[config.mk]
export PLATFORM = sky130hd
export DESIGN_NAME = mem_port_arbiter_flat
export DESIGN_NICKNAME = d
export VERILOG_FILES = /design/src/rtl/mem_port_arbiter_pkg.sv /design/src/rtl/mem_port_arbiter_if.sv /design/src/rtl/mem_port_arbiter_arb2.sv /design/src/rtl/mem_port_arbiter.sv /design/src/flat_wrapper.sv
export SDC_FILE = /design/constraint.sdc
export NUM_CORES = 1
export LEC_CHECK = 0
export BUFFER_PORTS_ARGS = -buffer_cell sky130_fd_sc_hd__buf_2
export CAP_MARGIN = 20
export CORE_MARGIN = 8
export CORE_UTILIZATION = 47
export CTS_BUF_LIST = sky130_fd_sc_hd__clkbuf_2 sky130_fd_sc_hd__clkbuf_4 sky130_fd_sc_hd__clkbuf_8
export DETAILED_ROUTE_END_ITERATION = 8
export GPL_ROUTABILITY_DRIVEN = 0
export PLACE_DENSITY_LB_ADDON = 0.3
export SYNTH_ARGS = -nofsm -noshare
export SYNTH_HDL_FRONTEND = slang
export SYNTH_HIERARCHICAL = 1
export SYNTH_SLANG_ARGS = --single-unit
[constraint.sdc]
create_clock -name clk -period 1.7 [get_ports clk]
set_input_delay 0.34 -clock clk [delete_from_list [all_inputs] [get_ports clk]]
set_output_delay 0.34 -clock clk [all_outputs]
set_load 0.01 [all_outputs]
[src/rtl/mem_port_arbiter_pkg.sv]
// Shared types and constants for the IF/DM memory port arbiter.
package mem_arb_pkg;

  typedef enum logic {IDLE = 1'b0, ACCESS = 1'b1} state_t;
  typedef enum logic {OWN_IF = 1'b0, OWN_DM = 1'b1} owner_t;

  localparam logic [1:0] LEN_BYTE = 2'b00;
  localparam logic [1:0] LEN_HALF = 2'b01;
  localparam logic [1:0] LEN_WORD = 2'b10;

  typedef struct packed {
    logic        wr;
    logic [31:0] addr;
    logic [31:0] wdata;
    logic [1:0]  length;
    logic        sign;
  } mem_req_t;

  // Instruction fetches are always unsigned word reads.
  function automatic mem_req_t fetch_req(input logic [31:0] addr);
    mem_req_t r;
    r.wr     = 1'b0;
    r.addr   = addr;
    r.wdata  = '0;
    r.length = LEN_WORD;
    r.sign   = 1'b0;
    return r;
  endfunction

endpackage

[src/rtl/mem_port_arbiter_if.sv]
// Requester handshakes plus memory-side controls for mem_port_arbiter.
interface mem_port_arbiter_if;
  logic        if_req;
  logic [31:0] if_addr;
  logic        if_gnt;
  logic        if_rvalid;
  logic [31:0] if_rdata;

  logic        dm_req;
  logic        dm_wr;
  logic [31:0] dm_addr;
  logic [31:0] dm_wdata;
  logic [1:0]  dm_length;
  logic        dm_sign;
  logic        dm_gnt;
  logic        dm_rvalid;
  logic [31:0] dm_rdata;

  logic        mem_enable;
  logic        mem_wr;
  logic [31:0] mem_addr;
  logic [31:0] mem_wdata;
  logic [1:0]  mem_length;
  logic        mem_sign;
  logic [31:0] mem_rdata;

  logic        busy;

  modport slave (
    input  if_req, if_addr,
    input  dm_req, dm_wr, dm_addr, dm_wdata, dm_length, dm_sign,
    input  mem_rdata,
    output if_gnt, if_rvalid, if_rdata,
    output dm_gnt, dm_rvalid, dm_rdata,
    output mem_enable, mem_wr, mem_addr, mem_wdata, mem_length, mem_sign,
    output busy
  );

  modport master (
    output if_req, if_addr,
    output dm_req, dm_wr, dm_addr, dm_wdata, dm_length, dm_sign,
    output mem_rdata,
    input  if_gnt, if_rvalid, if_rdata,
    input  dm_gnt, dm_rvalid, dm_rdata,
    input  mem_enable, mem_wr, mem_addr, mem_wdata, mem_length, mem_sign,
    input  busy
  );
endinterface

[src/rtl/mem_port_arbiter_arb2.sv]
// Combinational 2-way selector: fixed DM priority or alternating round-robin.
module arb2
  import mem_arb_pkg::*;
(
  input  logic [1:0] i_req,
  input  owner_t     i_last_winner,
  input  logic       i_prio_mode,
  output logic [1:0] o_grant
);

  // Bit 0 is IF, bit 1 is DM.
  always_comb begin
    o_grant = '0;
    unique case (i_req)
      2'b01:   o_grant = 2'b01;
      2'b10:   o_grant = 2'b10;
      2'b11:   o_grant = (i_prio_mode || i_last_winner == OWN_IF) ? 2'b10 : 2'b01;
      default: o_grant = '0;
    endcase
  end

endmodule

[src/rtl/mem_port_arbiter.sv]
// Shares one byte-addressed memory between the fetch (IF) and load/store (DM) ports.
module mem_port_arbiter
  import mem_arb_pkg::*;
#(
  parameter int unsigned WAIT_CYCLES = 1,
  parameter bit          PRIO_DATA   = 1'b1
) (
  input logic               clk,
  input logic               rst,
  mem_port_arbiter_if.slave bus
);

  localparam logic [3:0] CNT_LOAD = 4'(WAIT_CYCLES - 1);

  state_t      r_state;
  owner_t      r_owner;
  owner_t      r_last_winner;
  logic [3:0]  r_cnt;
  mem_req_t    r_req;
  logic        r_if_rvalid;
  logic        r_dm_rvalid;
  logic [31:0] r_if_rdata;
  logic [31:0] r_dm_rdata;

  logic [1:0]  w_grant;
  logic        w_can_grant;
  mem_req_t    w_dm_req;

  arb2 u_arb2 (
    .i_req        ({bus.dm_req, bus.if_req}),
    .i_last_winner(r_last_winner),
    .i_prio_mode  (PRIO_DATA),
    .o_grant      (w_grant)
  );

  // Grants are suppressed while rst is high so nothing is accepted and then dropped.
  assign w_can_grant = (r_state == IDLE) && !rst;
  assign bus.if_gnt  = w_can_grant && w_grant[0];
  assign bus.dm_gnt  = w_can_grant && w_grant[1];

  assign w_dm_req = '{wr:     bus.dm_wr,
                      addr:   bus.dm_addr,
                      wdata:  bus.dm_wdata,
                      length: bus.dm_length,
                      sign:   bus.dm_sign};

  always_ff @(posedge clk) begin
    if (rst) begin
      r_state       <= IDLE;
      r_owner       <= OWN_IF;
      r_last_winner <= OWN_IF;
      r_cnt         <= '0;
      r_req         <= '0;
      r_if_rvalid   <= 1'b0;
      r_dm_rvalid   <= 1'b0;
      r_if_rdata    <= '0;
      r_dm_rdata    <= '0;
    end else begin
      r_if_rvalid <= 1'b0;
      r_dm_rvalid <= 1'b0;
      case (r_state)
        IDLE: begin
          if (w_grant != '0) begin
            r_state <= ACCESS;
            r_cnt   <= CNT_LOAD;
            if (w_grant[1]) begin
              r_owner       <= OWN_DM;
              r_last_winner <= OWN_DM;
              r_req         <= w_dm_req;
            end else begin
              r_owner       <= OWN_IF;
              r_last_winner <= OWN_IF;
              r_req         <= fetch_req(bus.if_addr);
            end
          end
        end
        ACCESS: begin
          if (r_cnt == '0) begin
            // Clearing the latched fields is what returns mem_* to 0 in IDLE.
            r_state <= IDLE;
            r_req   <= '0;
            if (r_owner == OWN_DM) begin
              r_dm_rvalid <= 1'b1;
              r_dm_rdata  <= r_req.wr ? '0 : bus.mem_rdata;
            end else begin
              r_if_rvalid <= 1'b1;
              r_if_rdata  <= bus.mem_rdata;
            end
          end else begin
            r_cnt <= r_cnt - 4'd1;
          end
        end
      endcase
    end
  end

  assign bus.mem_enable = (r_state == ACCESS);
  assign bus.busy       = (r_state == ACCESS);
  assign bus.mem_wr     = r_req.wr;
  assign bus.mem_addr   = r_req.addr;
  assign bus.mem_wdata  = r_req.wdata;
  assign bus.mem_length = r_req.length;
  assign bus.mem_sign   = r_req.sign;

  assign bus.if_rvalid = r_if_rvalid;
  assign bus.if_rdata  = r_if_rdata;
  assign bus.dm_rvalid = r_dm_rvalid;
  assign bus.dm_rdata  = r_dm_rdata;

endmodule

[src/flat_wrapper.sv]
// flat-port wrapper written by rule: the top's interface ports become plain ports
module mem_port_arbiter_flat import mem_arb_pkg::*;
#(
  parameter int unsigned WAIT_CYCLES = 1,
  parameter bit          PRIO_DATA   = 1'b1
)
  (clk, rst, bus_if_req, bus_if_addr, bus_dm_req, bus_dm_wr, bus_dm_addr, bus_dm_wdata, bus_dm_length, bus_dm_sign, bus_mem_rdata, bus_if_gnt, bus_if_rvalid, bus_if_rdata, bus_dm_gnt, bus_dm_rvalid, bus_dm_rdata, bus_mem_enable, bus_mem_wr, bus_mem_addr, bus_mem_wdata, bus_mem_length, bus_mem_sign, bus_busy);
  mem_port_arbiter_if bus_i ();
  input logic clk;
  input logic rst;
  input wire logic [$bits(bus_i.if_req)-1:0] bus_if_req;
  input wire logic [$bits(bus_i.if_addr)-1:0] bus_if_addr;
  input wire logic [$bits(bus_i.dm_req)-1:0] bus_dm_req;
  input wire logic [$bits(bus_i.dm_wr)-1:0] bus_dm_wr;
  input wire logic [$bits(bus_i.dm_addr)-1:0] bus_dm_addr;
  input wire logic [$bits(bus_i.dm_wdata)-1:0] bus_dm_wdata;
  input wire logic [$bits(bus_i.dm_length)-1:0] bus_dm_length;
  input wire logic [$bits(bus_i.dm_sign)-1:0] bus_dm_sign;
  input wire logic [$bits(bus_i.mem_rdata)-1:0] bus_mem_rdata;
  output wire logic [$bits(bus_i.if_gnt)-1:0] bus_if_gnt;
  output wire logic [$bits(bus_i.if_rvalid)-1:0] bus_if_rvalid;
  output wire logic [$bits(bus_i.if_rdata)-1:0] bus_if_rdata;
  output wire logic [$bits(bus_i.dm_gnt)-1:0] bus_dm_gnt;
  output wire logic [$bits(bus_i.dm_rvalid)-1:0] bus_dm_rvalid;
  output wire logic [$bits(bus_i.dm_rdata)-1:0] bus_dm_rdata;
  output wire logic [$bits(bus_i.mem_enable)-1:0] bus_mem_enable;
  output wire logic [$bits(bus_i.mem_wr)-1:0] bus_mem_wr;
  output wire logic [$bits(bus_i.mem_addr)-1:0] bus_mem_addr;
  output wire logic [$bits(bus_i.mem_wdata)-1:0] bus_mem_wdata;
  output wire logic [$bits(bus_i.mem_length)-1:0] bus_mem_length;
  output wire logic [$bits(bus_i.mem_sign)-1:0] bus_mem_sign;
  output wire logic [$bits(bus_i.busy)-1:0] bus_busy;
  assign bus_i.if_req = bus_if_req;
  assign bus_i.if_addr = bus_if_addr;
  assign bus_i.dm_req = bus_dm_req;
  assign bus_i.dm_wr = bus_dm_wr;
  assign bus_i.dm_addr = bus_dm_addr;
  assign bus_i.dm_wdata = bus_dm_wdata;
  assign bus_i.dm_length = bus_dm_length;
  assign bus_i.dm_sign = bus_dm_sign;
  assign bus_i.mem_rdata = bus_mem_rdata;
  assign bus_if_gnt = bus_i.if_gnt;
  assign bus_if_rvalid = bus_i.if_rvalid;
  assign bus_if_rdata = bus_i.if_rdata;
  assign bus_dm_gnt = bus_i.dm_gnt;
  assign bus_dm_rvalid = bus_i.dm_rvalid;
  assign bus_dm_rdata = bus_i.dm_rdata;
  assign bus_mem_enable = bus_i.mem_enable;
  assign bus_mem_wr = bus_i.mem_wr;
  assign bus_mem_addr = bus_i.mem_addr;
  assign bus_mem_wdata = bus_i.mem_wdata;
  assign bus_mem_length = bus_i.mem_length;
  assign bus_mem_sign = bus_i.mem_sign;
  assign bus_busy = bus_i.busy;
  mem_port_arbiter #(.WAIT_CYCLES(WAIT_CYCLES), .PRIO_DATA(PRIO_DATA)) u_core (.clk(clk), .rst(rst), .bus(bus_i));
endmodule
* Word level (Yosys, flattened, before mapping)
Index checks and enable logic that the tools add are counted.
** Storage, ports and cells
- Flip-flop bits (word level) :: 140
- Bits of input ports :: 136
- Word-level logic and storage cells :: 50
** Operators by class
- Muxes and demuxes :: 15
- Bitwise logic cells :: 3
- $add $sub $neg :: 1
- Equal/unequal tests :: 6
- Reductions and logical operators :: 13
** Operators with widths (count)
- two-way mux 68 bit :: 3
- one-hot mux 68 bit (2 select lines) :: 1
- two-way mux 32 bit :: 1
- two-way mux 4 bit :: 2
- one-hot mux 4 bit (2 select lines) :: 1
- inequality test 2 bit (second input constant) :: 3
- AND reduction 2 bit :: 3
- AND reduction 3 bit :: 2
- two-way mux 1 bit :: 5
- == test 2 bit (second input constant) :: 2
- logical NOT 4 bit :: 1
- one-hot mux 2 bit (2 select lines) :: 1
- subtractor 4 x 1 -> 4 bit (second input constant) :: 1
- logical AND 1 bit :: 3
- NOT 1 bit :: 3
- OR reduction 3 bit :: 1
- == test 2 x 1 -> 1 bit (second input constant) :: 1
- one-hot mux 1 bit (2 select lines) :: 1
- nonzero test 2 bit :: 1
- OR reduction 2 bit :: 1
- logical NOT 1 bit :: 1

* Logic depth before layout (Yosys ltp)
Gate-level depths: netlist (run 1).
- Word-level depth :: 6
- Gate-level depth with buffers :: 8
- Mapped depth without buffers :: 5

* Modules after synthesis
Netlist (run 1), hierarchy kept.
** Modules (own cells, without submodules)
- mem_port_arbiter :: times used 1, cells each 578, area an instance 5505.3 µm²
- arb2 :: times used 1, cells each 4, area an instance 30.0 µm²

* Worst setup path after synthesis (run 1)
Ideal clock, no wire load.
- Path type :: input to output
- Start :: in bus_dm_req
- End :: out bus_dm_gnt
- Path slack :: 0.046 ns
- Cell stages on the path :: 6
- Arrival time :: 1.314 ns
- Path buffers :: 3
- Cell sequence :: inv_1 a21oi_1 buf_4 and2_1 buf_2 buf_1
** On the way
- Longest elaborated chain between the ends :: 4
- Elaborated cells on any way between the ends :: 6
- Those cells by class :: 3 x eq/ne; 1 x mux; 2 x reduce/logical
** RTL lines
- start: declaration :: line flat_wrapper.sv:13 : input wire logic [$bits(bus_i.dm_req)-1:0] bus_dm_req;
- == test 2 bit :: line mem_port_arbiter_arb2.sv:14 : unique case (i_req)
- OR reduction 2 bit (no line)
- one-hot mux 2 bit (2 select lines) * :: line mem_port_arbiter_arb2.sv:14
- via u_core.w_grant[1] :: line mem_port_arbiter.sv:25 : logic [1:0] w_grant;
- logical AND 1 bit * :: line mem_port_arbiter.sv:39 : assign bus.dm_gnt = w_can_grant && w_grant[1];
- end: declaration :: line flat_wrapper.sv:23 : output wire logic [$bits(bus_i.dm_gnt)-1:0] bus_dm_gnt;
Mark *: on every way through the listed nets, which the timed path passes. The rest lies on a longest branch.

* Final worst setup path (run 1)
- Start :: reg u_core.r_state (netlist: u_core/bus.busy)
- End :: out bus_if_gnt
** On the way
- Longest elaborated chain between the ends :: 3
** RTL lines
- start: declaration :: line mem_port_arbiter.sv:15 : state_t r_state;
- start signal: assignment :: line mem_port_arbiter.sv:49 : r_state <= IDLE;
- start signal: assignment :: line mem_port_arbiter.sv:64 : r_state <= ACCESS;
- start signal: assignment :: line mem_port_arbiter.sv:80 : r_state <= IDLE;
- NOT 1 bit (no line)
- logical AND 1 bit :: line mem_port_arbiter.sv:37 : assign w_can_grant = (r_state == IDLE) && !rst;
- logical AND 1 bit :: line mem_port_arbiter.sv:38 : assign bus.if_gnt = w_can_grant && w_grant[0];
- end: declaration :: line flat_wrapper.sv:20 : output wire logic [$bits(bus_i.if_gnt)-1:0] bus_if_gnt;
Every way passes these cells.

==> flow_summary.html, run 1 <==
<table>
<tr><th>Metric</th><th>Value</th></tr>
<tr><th colspan="2">Status</th></tr>
<tr><td>Result of the run</td><td>completed</td></tr>
<tr><th colspan="2">Worst setup path</th></tr>
<tr><td>Data required time at the worst endpoint</td><td>1360 ps</td></tr>
<tr><td>Worst Setup Path Type</td><td>flop to output pin</td></tr>
<tr><td>CP Data Arrival Time</td><td>1300 ps</td></tr>
<tr><td>Kind of start point of the critical path</td><td>flop</td></tr>
<tr><td>Worst-path fanout max</td><td>23</td></tr>
<tr><td>Critical path endpoint category</td><td>output pin</td></tr>
<tr><th colspan="2">Drt</th></tr>
<tr><td>Routed wire length per instance</td><td>17.9 um</td></tr>
<tr><td>Number of remaining DRC errors</td><td>0</td></tr>
<tr><td>Average vias per placed instance</td><td>5.56</td></tr>
<tr><td>Post-route antenna net violation count</td><td>0</td></tr>
<tr><td>Total Wirelength</td><td>17.7 mm</td></tr>
<tr><td>Via Count</td><td>5502</td></tr>
<tr><td>Number of DRC violations after detailed-routing iteration 0</td><td>654</td></tr>
<tr><td>Number of optimization iterations in the first detailed-route pass</td><td>5</td></tr>
<tr><th colspan="2">Power</th></tr>
<tr><td>Static Leakage</td><td>3.48 nW</td></tr>
<tr><td>Peak supply drop</td><td>0.000633 V</td></tr>
<tr><td>PnR Total Power</td><td>8.08 mW</td></tr>
<tr><td>Pwr per Cell Area</td><td>1060 nW/um2</td></tr>
<tr><th colspan="2">Floorplan</th></tr>
<tr><td>DIE WIDTH</td><td>125 um</td></tr>
<tr><td>IO Pins</td><td>274</td></tr>
<tr><td>Standard-cell rows</td><td>39</td></tr>
<tr><td>Starting utilization of the core area</td><td>48.3%</td></tr>
<tr><td>Core Footprint</td><td>11500 um2</td></tr>
<tr><td>Chip Height</td><td>125 um</td></tr>
<tr><td>Total Die Area</td><td>15500 um2</td></tr>
<tr><th colspan="2">Logic synthesis</th></tr>
<tr><td>Syn Std Cell Area</td><td>5540 um2</td></tr>
<tr><td>EDFF count, synth</td><td>0</td></tr>
<tr><td>Count of distinct cell types in the synthesized netlist</td><td>34</td></tr>
<tr><td>Cell count after synthesis</td><td>582</td></tr>
<tr><td>Main flop type after synthesis</td><td>dfxtp_1</td></tr>
<tr><td>Average footprint of a synthesized cell</td><td>9.51 um2</td></tr>
<tr><td>Share of synthesized flip-flops with an asynchronous set or reset</td><td>0%</td></tr>
<tr><td>Yosys reg bits</td><td>140</td></tr>
<tr><td>Post-synthesis sequential area ratio</td><td>50.6%</td></tr>
<tr><td>Post-Syn Nets</td><td>720</td></tr>
<tr><td>Number of warnings reported in the yosys synthesis log</td><td>6</td></tr>
<tr><th colspan="2">Place</th></tr>
<tr><td>Number of buffers added on ports</td><td>273</td></tr>
<tr><td>Post-detail-place hpwl</td><td>12.5 mm</td></tr>
<tr><td>Placed cells</td><td>953</td></tr>
<tr><th colspan="2">Cells and area</th></tr>
<tr><td>Utilization of the core after routing</td><td>66.5%</td></tr>
<tr><td>Final std cells w/o fill</td><td>990</td></tr>
<tr><td>Number of antenna cells inserted</td><td>0</td></tr>
<tr><td>Most common cell after layout, fill and taps aside</td><td>buf_2</td></tr>
<tr><td>Commonest cells after routing, fill and taps aside</td><td>buf_2 (273), dfxtp_1 (137), a21oi_1 (89), o21ai_0 (67), nand3_1 (53)</td></tr>
<tr><td>Fraction of layout instances using a drive strength above 1</td><td>40.9%</td></tr>
<tr><td>Layout-stage area growth over the synthesis result</td><td>37.9%</td></tr>
<tr><td>Final net count</td><td>972</td></tr>
<tr><th colspan="2">Hold path</th></tr>
<tr><td>HP Class</td><td>primary input to flop</td></tr>
<tr><th colspan="2">STA</th></tr>
<tr><td>Fmax achieved</td><td>0.611 GHz</td></tr>
<tr><td>Worst slack on hold paths</td><td>130 ps</td></tr>
<tr><td>Skew final</td><td>15.5 ps</td></tr>
<tr><td>Number of setup violations in the final report</td><td>0</td></tr>
<tr><td>Tmin final</td><td>1640 ps</td></tr>
<tr><td>Max Transition Viols Final</td><td>0</td></tr>
<tr><td>Hold Fails Final Rpt</td><td>0</td></tr>
<tr><td>Ratio of final minimum period to clock period</td><td>96.3%</td></tr>
<tr><th colspan="2">Clocking</th></tr>
<tr><td>Total clock sinks</td><td>140</td></tr>
<tr><td>CTS Buffer Depth</td><td>2</td></tr>
<tr><td>Clock transition at the register clock pins on the worst setup and hold paths after CTS</td><td>80 ps</td></tr>
<tr><td>CTS H-tree lvls</td><td>4</td></tr>
<tr><td>Clock tree root driver cell</td><td>clkbuf_8</td></tr>
<tr><td>Clock buffer count from CTS</td><td>17</td></tr>
<tr><td>Post-CTS Hold Fix Bufs</td><td>0</td></tr>
<tr><td>Clock Latency Late Sink</td><td>430 ps</td></tr>
<tr><td>CTS tree</td><td>built</td></tr>
<tr><th colspan="2">Global route</th></tr>
<tr><td>Initial antenna violation count</td><td>0</td></tr>
<tr><td>Number of global-route vias before repair</td><td>5531</td></tr>
<tr><td>Global-route wire length before repair</td><td>27.4 mm</td></tr>
<tr><td>Overall track demand over capacity in global routing</td><td>21.0%</td></tr>
<tr><td>Overflow left after global routing</td><td>0</td></tr>
<tr><td>Maximum number of pins on one net before global-route repair</td><td>78</td></tr>
<tr><th colspan="2">Flow run</th></tr>
<tr><td>Maxcap violations</td><td>0</td></tr>
</table>
## critical path: stages, from the launching register on
cell	delay, ps
dfxtp_2	330
buf_6	130
buf_12	150
nor3_4	120
buf_2	160
## cell families after synthesis
family                   share of synthesized area [%]
buffers and inverters                             5.83
multiplexers                                      5.97
other                                           0.0677
flip-flops                                        50.6
AO/OA/AOI/OAI                                     22.3
adder cells (fa/ha/maj)                          0.452
AND/OR/NAND/NOR                                   14.7
## cell usage after synthesis (2+ instances only)
| cell type | number | share of area [%] |
|---|---|---|
| nor3_1 | 8 | 0.72 |
| a21oi_1 | 90 | 8.1 |
| or3_1 | 19 | 2.1 |
| buf_4 | 6 | 0.81 |
| dfxtp_1 | 140 | 51 |
| buf_2 | 15 | 1.4 |
| ha_1 | 2 | 0.45 |
| o21ai_0 | 68 | 6.1 |
| buf_6 | 2 | 0.41 |
| o2bb2ai_1 | 13 | 2.1 |
| inv_1 | 4 | 0.27 |
| clkbuf_1 | 40 | 2.7 |
| nand4b_1 | 33 | 5.2 |
| nand3_1 | 53 | 4.8 |
| nor2_1 | 2 | 0.14 |
| mux2i_1 | 33 | 6.0 |
| a22o_1 | 35 | 5.5 |
| buf_1 | 3 | 0.20 |
## report_power, final
group / internal, mW / leakage (nW) / total [mW] / switching (mW)
registers: 3.51 / 1.14 / 3.63 / 0.121
clock network: 1.71 / 0.229 / 2.94 / 1.23
logic: 0.663 / 2.11 / 1.51 / 0.849
## final cells by class
class	instances	area, um2
repair buffers	299	1720
well taps	143	179
multi-input cells	371	2470
inverters	5	18.8
clock inverters	10	165
flip-flops and latches	140	2810
fillers	960	3840
clock buffers	22	278
## layer usage
metal / vias up / track usage (%) / routed length [um]
li1: 2648 / - / -
met1: 2560 / 23.6 / 7170
met2: 267 / 34.4 / 8550
met3: 27 / 8.72 / 1680
met4: 0 / 8.58 / 318
met5: - / 0 / 0
## sequential cells by signal (all words and copies together), names as in the netlist
name	cells
u_core/bus.dm_rvalid	1
u_core/r_last_winner	1
u_core/bus.dm_rdata	32
u_core/r_cnt	4
u_core/bus.mem_wr	1
u_core/bus.if_rvalid	1
u_core/bus.mem_sign	1
u_core/bus.busy	1
u_core/bus.mem_addr	32
u_core/bus.mem_length	2
u_core/bus.mem_wdata	32
u_core/bus.if_rdata	32
## final timing paths
path / startpoint / endpoint / slack, ps / depth (start not counted)
max: u_core/bus.busy / bus_if_gnt / 60 / 4
min reg2reg: u_core/bus.mem_addr[15] / u_core/bus.mem_addr[15] / 460 / 2
max reg2reg: u_core/r_cnt[0] / u_core/bus.mem_wdata[10] / 80 / 7
min: bus_dm_wdata[28] / u_core/bus.mem_wdata[28] / 130 / 2
## metrics by stage
step / area (um2) / setup TNS, ps / setup WS, ps
floorplan: 5540 / 0 / 45.6
global placement: 7070 / 0 / 82.2
detailed placement: 7070 / 0 / 28.1
CTS: 7540 / 0 / 11.2
global route: 7630 / -15.9 / -9.56
finish: 7630 / 0 / 63.5
## what timing repair did
| action | CTS | global route |
|---|---|---|
| setup buffers | 0 | 2 |
| pin swaps | 1 | 1 |
| gates cloned | 0 | 3 |
| endpoints found under the setup margin | 1 | 97 |
| gates resized for setup | 6 | 6 |
Note: power is estimated with default switching activity, not from simulation.
==> run 2, diff against run 1 <==
- CORE_UTILIZATION: 47 -> 46
- CTS_BUF_LIST: sky130_fd_sc_hd__clkbuf_2 sky130_fd_sc_hd__clkbuf_4 sky130_fd_sc_hd__clkbuf_8 -> sky130_fd_sc_hd__clkbuf_4 sky130_fd_sc_hd__clkbuf_8 sky130_fd_sc_hd__clkbuf_16
- HOLD_SLACK_MARGIN: default -> 0.06
==> flow_summary.html, run 2 (synthesized netlist as in run 1, its figures left out) <==
<table>
<tr><th>Metric</th><th>Value</th></tr>
<tr><th colspan="2">STA</th></tr>
<tr><td>Fmax achieved</td><td>0.610 GHz (was 0.611 GHz)</td></tr>
<tr><td>Accumulated negative setup slack</td><td>0 ps (unchanged)</td></tr>
<tr><td>Unrepaired setup endpoints after global routing</td><td>false</td></tr>
<tr><td>Max Transition Viols Final</td><td>0 (unchanged)</td></tr>
<tr><td>Number of setup violations in the final report</td><td>0 (unchanged)</td></tr>
<tr><td>Skew final</td><td>8.84 ps (was 15.5 ps)</td></tr>
<tr><td>Ratio of final minimum period to clock period</td><td>96.4% (was 96.3%)</td></tr>
<tr><td>Max-slew headroom at the worst pin</td><td>59.8%</td></tr>
<tr><td>Hold Fails Final Rpt</td><td>0 (unchanged)</td></tr>
<tr><td>Worst slack on hold paths</td><td>140 ps (was 130 ps)</td></tr>
<tr><td>Tmin final</td><td>1640 ps (about the same)</td></tr>
<tr><td>Worst slew pin tran</td><td>604 ps</td></tr>
<tr><th colspan="2">Floorplan</th></tr>
<tr><td>Starting utilization of the core area</td><td>46.7% (was 48.3%)</td></tr>
<tr><td>Core Footprint</td><td>11900 um2 (was 11500 um2)</td></tr>
<tr><td>DIE WIDTH</td><td>126 um (was 125 um)</td></tr>
<tr><td>Chip Height</td><td>126 um (was 125 um)</td></tr>
<tr><td>Total Die Area</td><td>15800 um2 (was 15500 um2)</td></tr>
<tr><td>IO Pins</td><td>274 (unchanged)</td></tr>
<tr><td>Standard-cell rows</td><td>40 (was 39)</td></tr>
<tr><th colspan="2">Cells and area</th></tr>
<tr><td>Number of antenna cells inserted</td><td>0 (unchanged)</td></tr>
<tr><td>Final std cells w/o fill</td><td>997 (was 990)</td></tr>
<tr><td>Final instance area</td><td>7800 um2 (was 7630 um2)</td></tr>
<tr><td>Final net count</td><td>975 (was 972)</td></tr>
<tr><td>Commonest cells after routing, fill and taps aside</td><td>buf_2 (273), dfxtp_1 (137), a21oi_1 (89), o21ai_0 (67), nand3_1 (53) (unchanged)</td></tr>
<tr><td>Layout-stage area growth over the synthesis result</td><td>40.9% (was 37.9%)</td></tr>
<tr><td>Filler Cells Inserted</td><td>1005 (was 960)</td></tr>
<tr><td>Most common cell after layout, fill and taps aside</td><td>buf_2 (unchanged)</td></tr>
<tr><td>Fraction of layout instances using a drive strength above 1</td><td>40.8% (was 40.9%)</td></tr>
<tr><th colspan="2">Clocking</th></tr>
<tr><td>Clock transition at the register clock pins on the worst setup and hold paths after CTS</td><td>60 ps (was 80 ps)</td></tr>
<tr><td>CTS H-tree lvls</td><td>4 (unchanged)</td></tr>
<tr><td>Clock tree root driver cell</td><td>clkbuf_16 (was clkbuf_8)</td></tr>
<tr><td>CTS tree</td><td>built (unchanged)</td></tr>
<tr><td>Clock Latency Late Sink</td><td>410 ps (was 430 ps)</td></tr>
<tr><td>Clock buffer count from CTS</td><td>17 (unchanged)</td></tr>
<tr><td>CTS Buffer Depth</td><td>2 (unchanged)</td></tr>
<tr><td>Total clock sinks</td><td>140 (unchanged)</td></tr>
<tr><th colspan="2">Worst setup path</th></tr>
<tr><td>CP Data Arrival Time</td><td>1300 ps (about the same)</td></tr>
<tr><td>CP max stage delay</td><td>360 ps (was 330 ps)</td></tr>
<tr><td>Critical Path, Cell by Cell</td><td>buf_4 -&gt; nor3_4 -&gt; buf_2 (was buf_6 -&gt; buf_12 -&gt; nor3_4 -&gt; buf_2)</td></tr>
<tr><td>CP bufs+invs</td><td>2 (was 3)</td></tr>
<tr><td>Critical Path Start</td><td>u_core/bus.busy (unchanged)</td></tr>
<tr><td>Register-to-register path setup slack</td><td>80 ps (about the same)</td></tr>
<tr><td>Worst reg2reg endpoint</td><td>u_core/bus.mem_wdata[29] (was u_core/bus.mem_wdata[10])</td></tr>
<tr><td>Data required time at the worst endpoint</td><td>1360 ps (about the same)</td></tr>
<tr><td>Largest delay contributor family on the critical path</td><td>flip-flops (was buffers and inverters)</td></tr>
<tr><td>Levels on crit path</td><td>3 (was 4)</td></tr>
<tr><td>Kind of start point of the critical path</td><td>flop (unchanged)</td></tr>
<tr><td>Library cell contributing the largest single delay on the critical path</td><td>dfxtp_4 (was dfxtp_2)</td></tr>
<tr><td>Worst-path fanout max</td><td>7 (was 23)</td></tr>
<tr><td>End point of the critical path</td><td>bus_if_gnt (unchanged)</td></tr>
<tr><td>Worst r2r path cells</td><td>7 (unchanged)</td></tr>
<tr><td>Reg-to-Reg Start</td><td>u_core/r_cnt[0] (unchanged)</td></tr>
<tr><td>Worst Setup Path Type</td><td>flop to output pin (unchanged)</td></tr>
<tr><td>Critical path endpoint category</td><td>output pin (unchanged)</td></tr>
<tr><th colspan="2">Place</th></tr>
<tr><td>Post-detail-place hpwl</td><td>12.6 mm (was 12.5 mm)</td></tr>
<tr><td>Placed cells</td><td>959 (was 953)</td></tr>
<tr><td>Number of buffers added on ports</td><td>273 (unchanged)</td></tr>
<tr><td>Instance area at placement</td><td>7080 um2 (was 7070 um2)</td></tr>
<tr><th colspan="2">Power</th></tr>
<tr><td>Pwr per Cell Area</td><td>1160 nW/um2 (was 1060 nW/um2)</td></tr>
<tr><td>Peak supply drop</td><td>0.000552 V (was 0.000633 V)</td></tr>
<tr><td>PnR Total Power</td><td>9.02 mW (was 8.08 mW)</td></tr>
<tr><td>Static Leakage</td><td>3.55 nW (was 3.48 nW)</td></tr>
<tr><th colspan="2">Global route</th></tr>
<tr><td>Met3 Usage GRT</td><td>9.58% (was 8.72%)</td></tr>
<tr><td>Overflow left after global routing</td><td>0 (unchanged)</td></tr>
<tr><td>Met1 usage in global routing</td><td>24.1% (was 23.6%)</td></tr>
<tr><td>Layer carrying the most global-route usage</td><td>met2 (unchanged)</td></tr>
<tr><td>Initial antenna violation count</td><td>0 (unchanged)</td></tr>
<tr><td>Overall track demand over capacity in global routing</td><td>21.5% (was 21.0%)</td></tr>
<tr><td>GR met2 Demand/Resource</td><td>36.2% (was 34.4%)</td></tr>
<tr><td>Maximum number of pins on one net before global-route repair</td><td>93 (was 78)</td></tr>
<tr><td>Number of global-route vias before repair</td><td>5633 (was 5531)</td></tr>
<tr><td>Global-route wire length before repair</td><td>28.2 mm (was 27.4 mm)</td></tr>
<tr><th colspan="2">Drt</th></tr>
<tr><td>Average vias per placed instance</td><td>5.54 (was 5.56)</td></tr>
<tr><td>Number of DRC violations after detailed-routing iteration 0</td><td>524 (was 654)</td></tr>
<tr><td>Total Wirelength</td><td>17.9 mm (was 17.7 mm)</td></tr>
<tr><td>Post-route antenna net violation count</td><td>0 (unchanged)</td></tr>
<tr><td>Number of remaining DRC errors</td><td>0 (unchanged)</td></tr>
<tr><td>Number of optimization iterations in the first detailed-route pass</td><td>5 (unchanged)</td></tr>
<tr><td>Via Count</td><td>5519 (was 5502)</td></tr>
<tr><td>Routed wire length per instance</td><td>17.9 um (about the same)</td></tr>
<tr><th colspan="2">Status</th></tr>
<tr><td>Result of the run</td><td>completed (unchanged)</td></tr>
<tr><th colspan="2">Flow run</th></tr>
<tr><td>Maxcap violations</td><td>0 (unchanged)</td></tr>
<tr><th colspan="2">Hold path</th></tr>
<tr><td>HP Class</td><td>primary input to flop (unchanged)</td></tr>
</table>
[run 2: changes by cell type in the layout (fill, tap and decap cells not counted), sizes merged]
cell,change
buf,+4
clkbuf,-5
clkinv,-1
clkinvlp,+4
inv,+1
[run 2: stage by stage]
stage | utilization, % | worst slack [ps]
6_report | 65.7 | 61.4
5_1_grt | 65.7 | 2.97
4_1_cts | 65.0 | 14.3
3_5_place_dp | 59.7 | 33.7
3_3_place_gp | 59.7 | 108
2_1_floorplan | - | 45.6
[run 2: report_power, final]
| group | internal [mW] | switching, mW |
|---|---|---|
| clock | 2.47 | 1.42 |
| sequential | 3.51 | 0.125 |
| combinational | 0.648 | 0.846 |
[run 2: cell type report]
type                    count  area [um2]  area share [%]
clock buffers              18         433            5.55
inverters                   5        18.8           0.241
repair buffers            302        1700            21.8
flip-flops and latches    140        2810            36.0
multi-input cells         371        2460            31.6
well taps                 147         184            2.36
clock inverters            14         195            2.50
[run 2: what timing repair did]
action | in CTS | in global routing
pin swaps | 0 | 1
endpoints found under the setup margin | 3 | 57
gates resized for setup | 2 | 5
cloned | 0 | 2
hold buffers | 0 | 0
setup buffers | 0 | 4
[run 2: worst min path at each step]
stage	from	end	slack (ps)	cells past startpoint
detailed placement	u_core/bus.mem_addr[7]	u_core/bus.mem_addr[7]	440	1
global route	bus_dm_wdata[30]	u_core/bus.mem_wdata[30]	130	2
CTS	bus_dm_wdata[8]	u_core/bus.mem_wdata[8]	120	2
global placement	u_core/bus.mem_addr[23]	u_core/bus.mem_addr[23]	440	1
floorplan	u_core/r_cnt[1]	u_core/r_cnt[1]	470	2
finish	bus_dm_wdata[8]	u_core/bus.mem_wdata[8]	140	2
[run 2: layer usage]
metal | routed length, um | vias up | share of wire, %
met2 | 8920 | 224 | 50
met5 | 0 | - | 0
met1 | 7010 | 2616 | 39
met3 | 1740 | 18 | 9.8
met4 | 218 | 0 | 1.2
li1 | - | 2661 | -
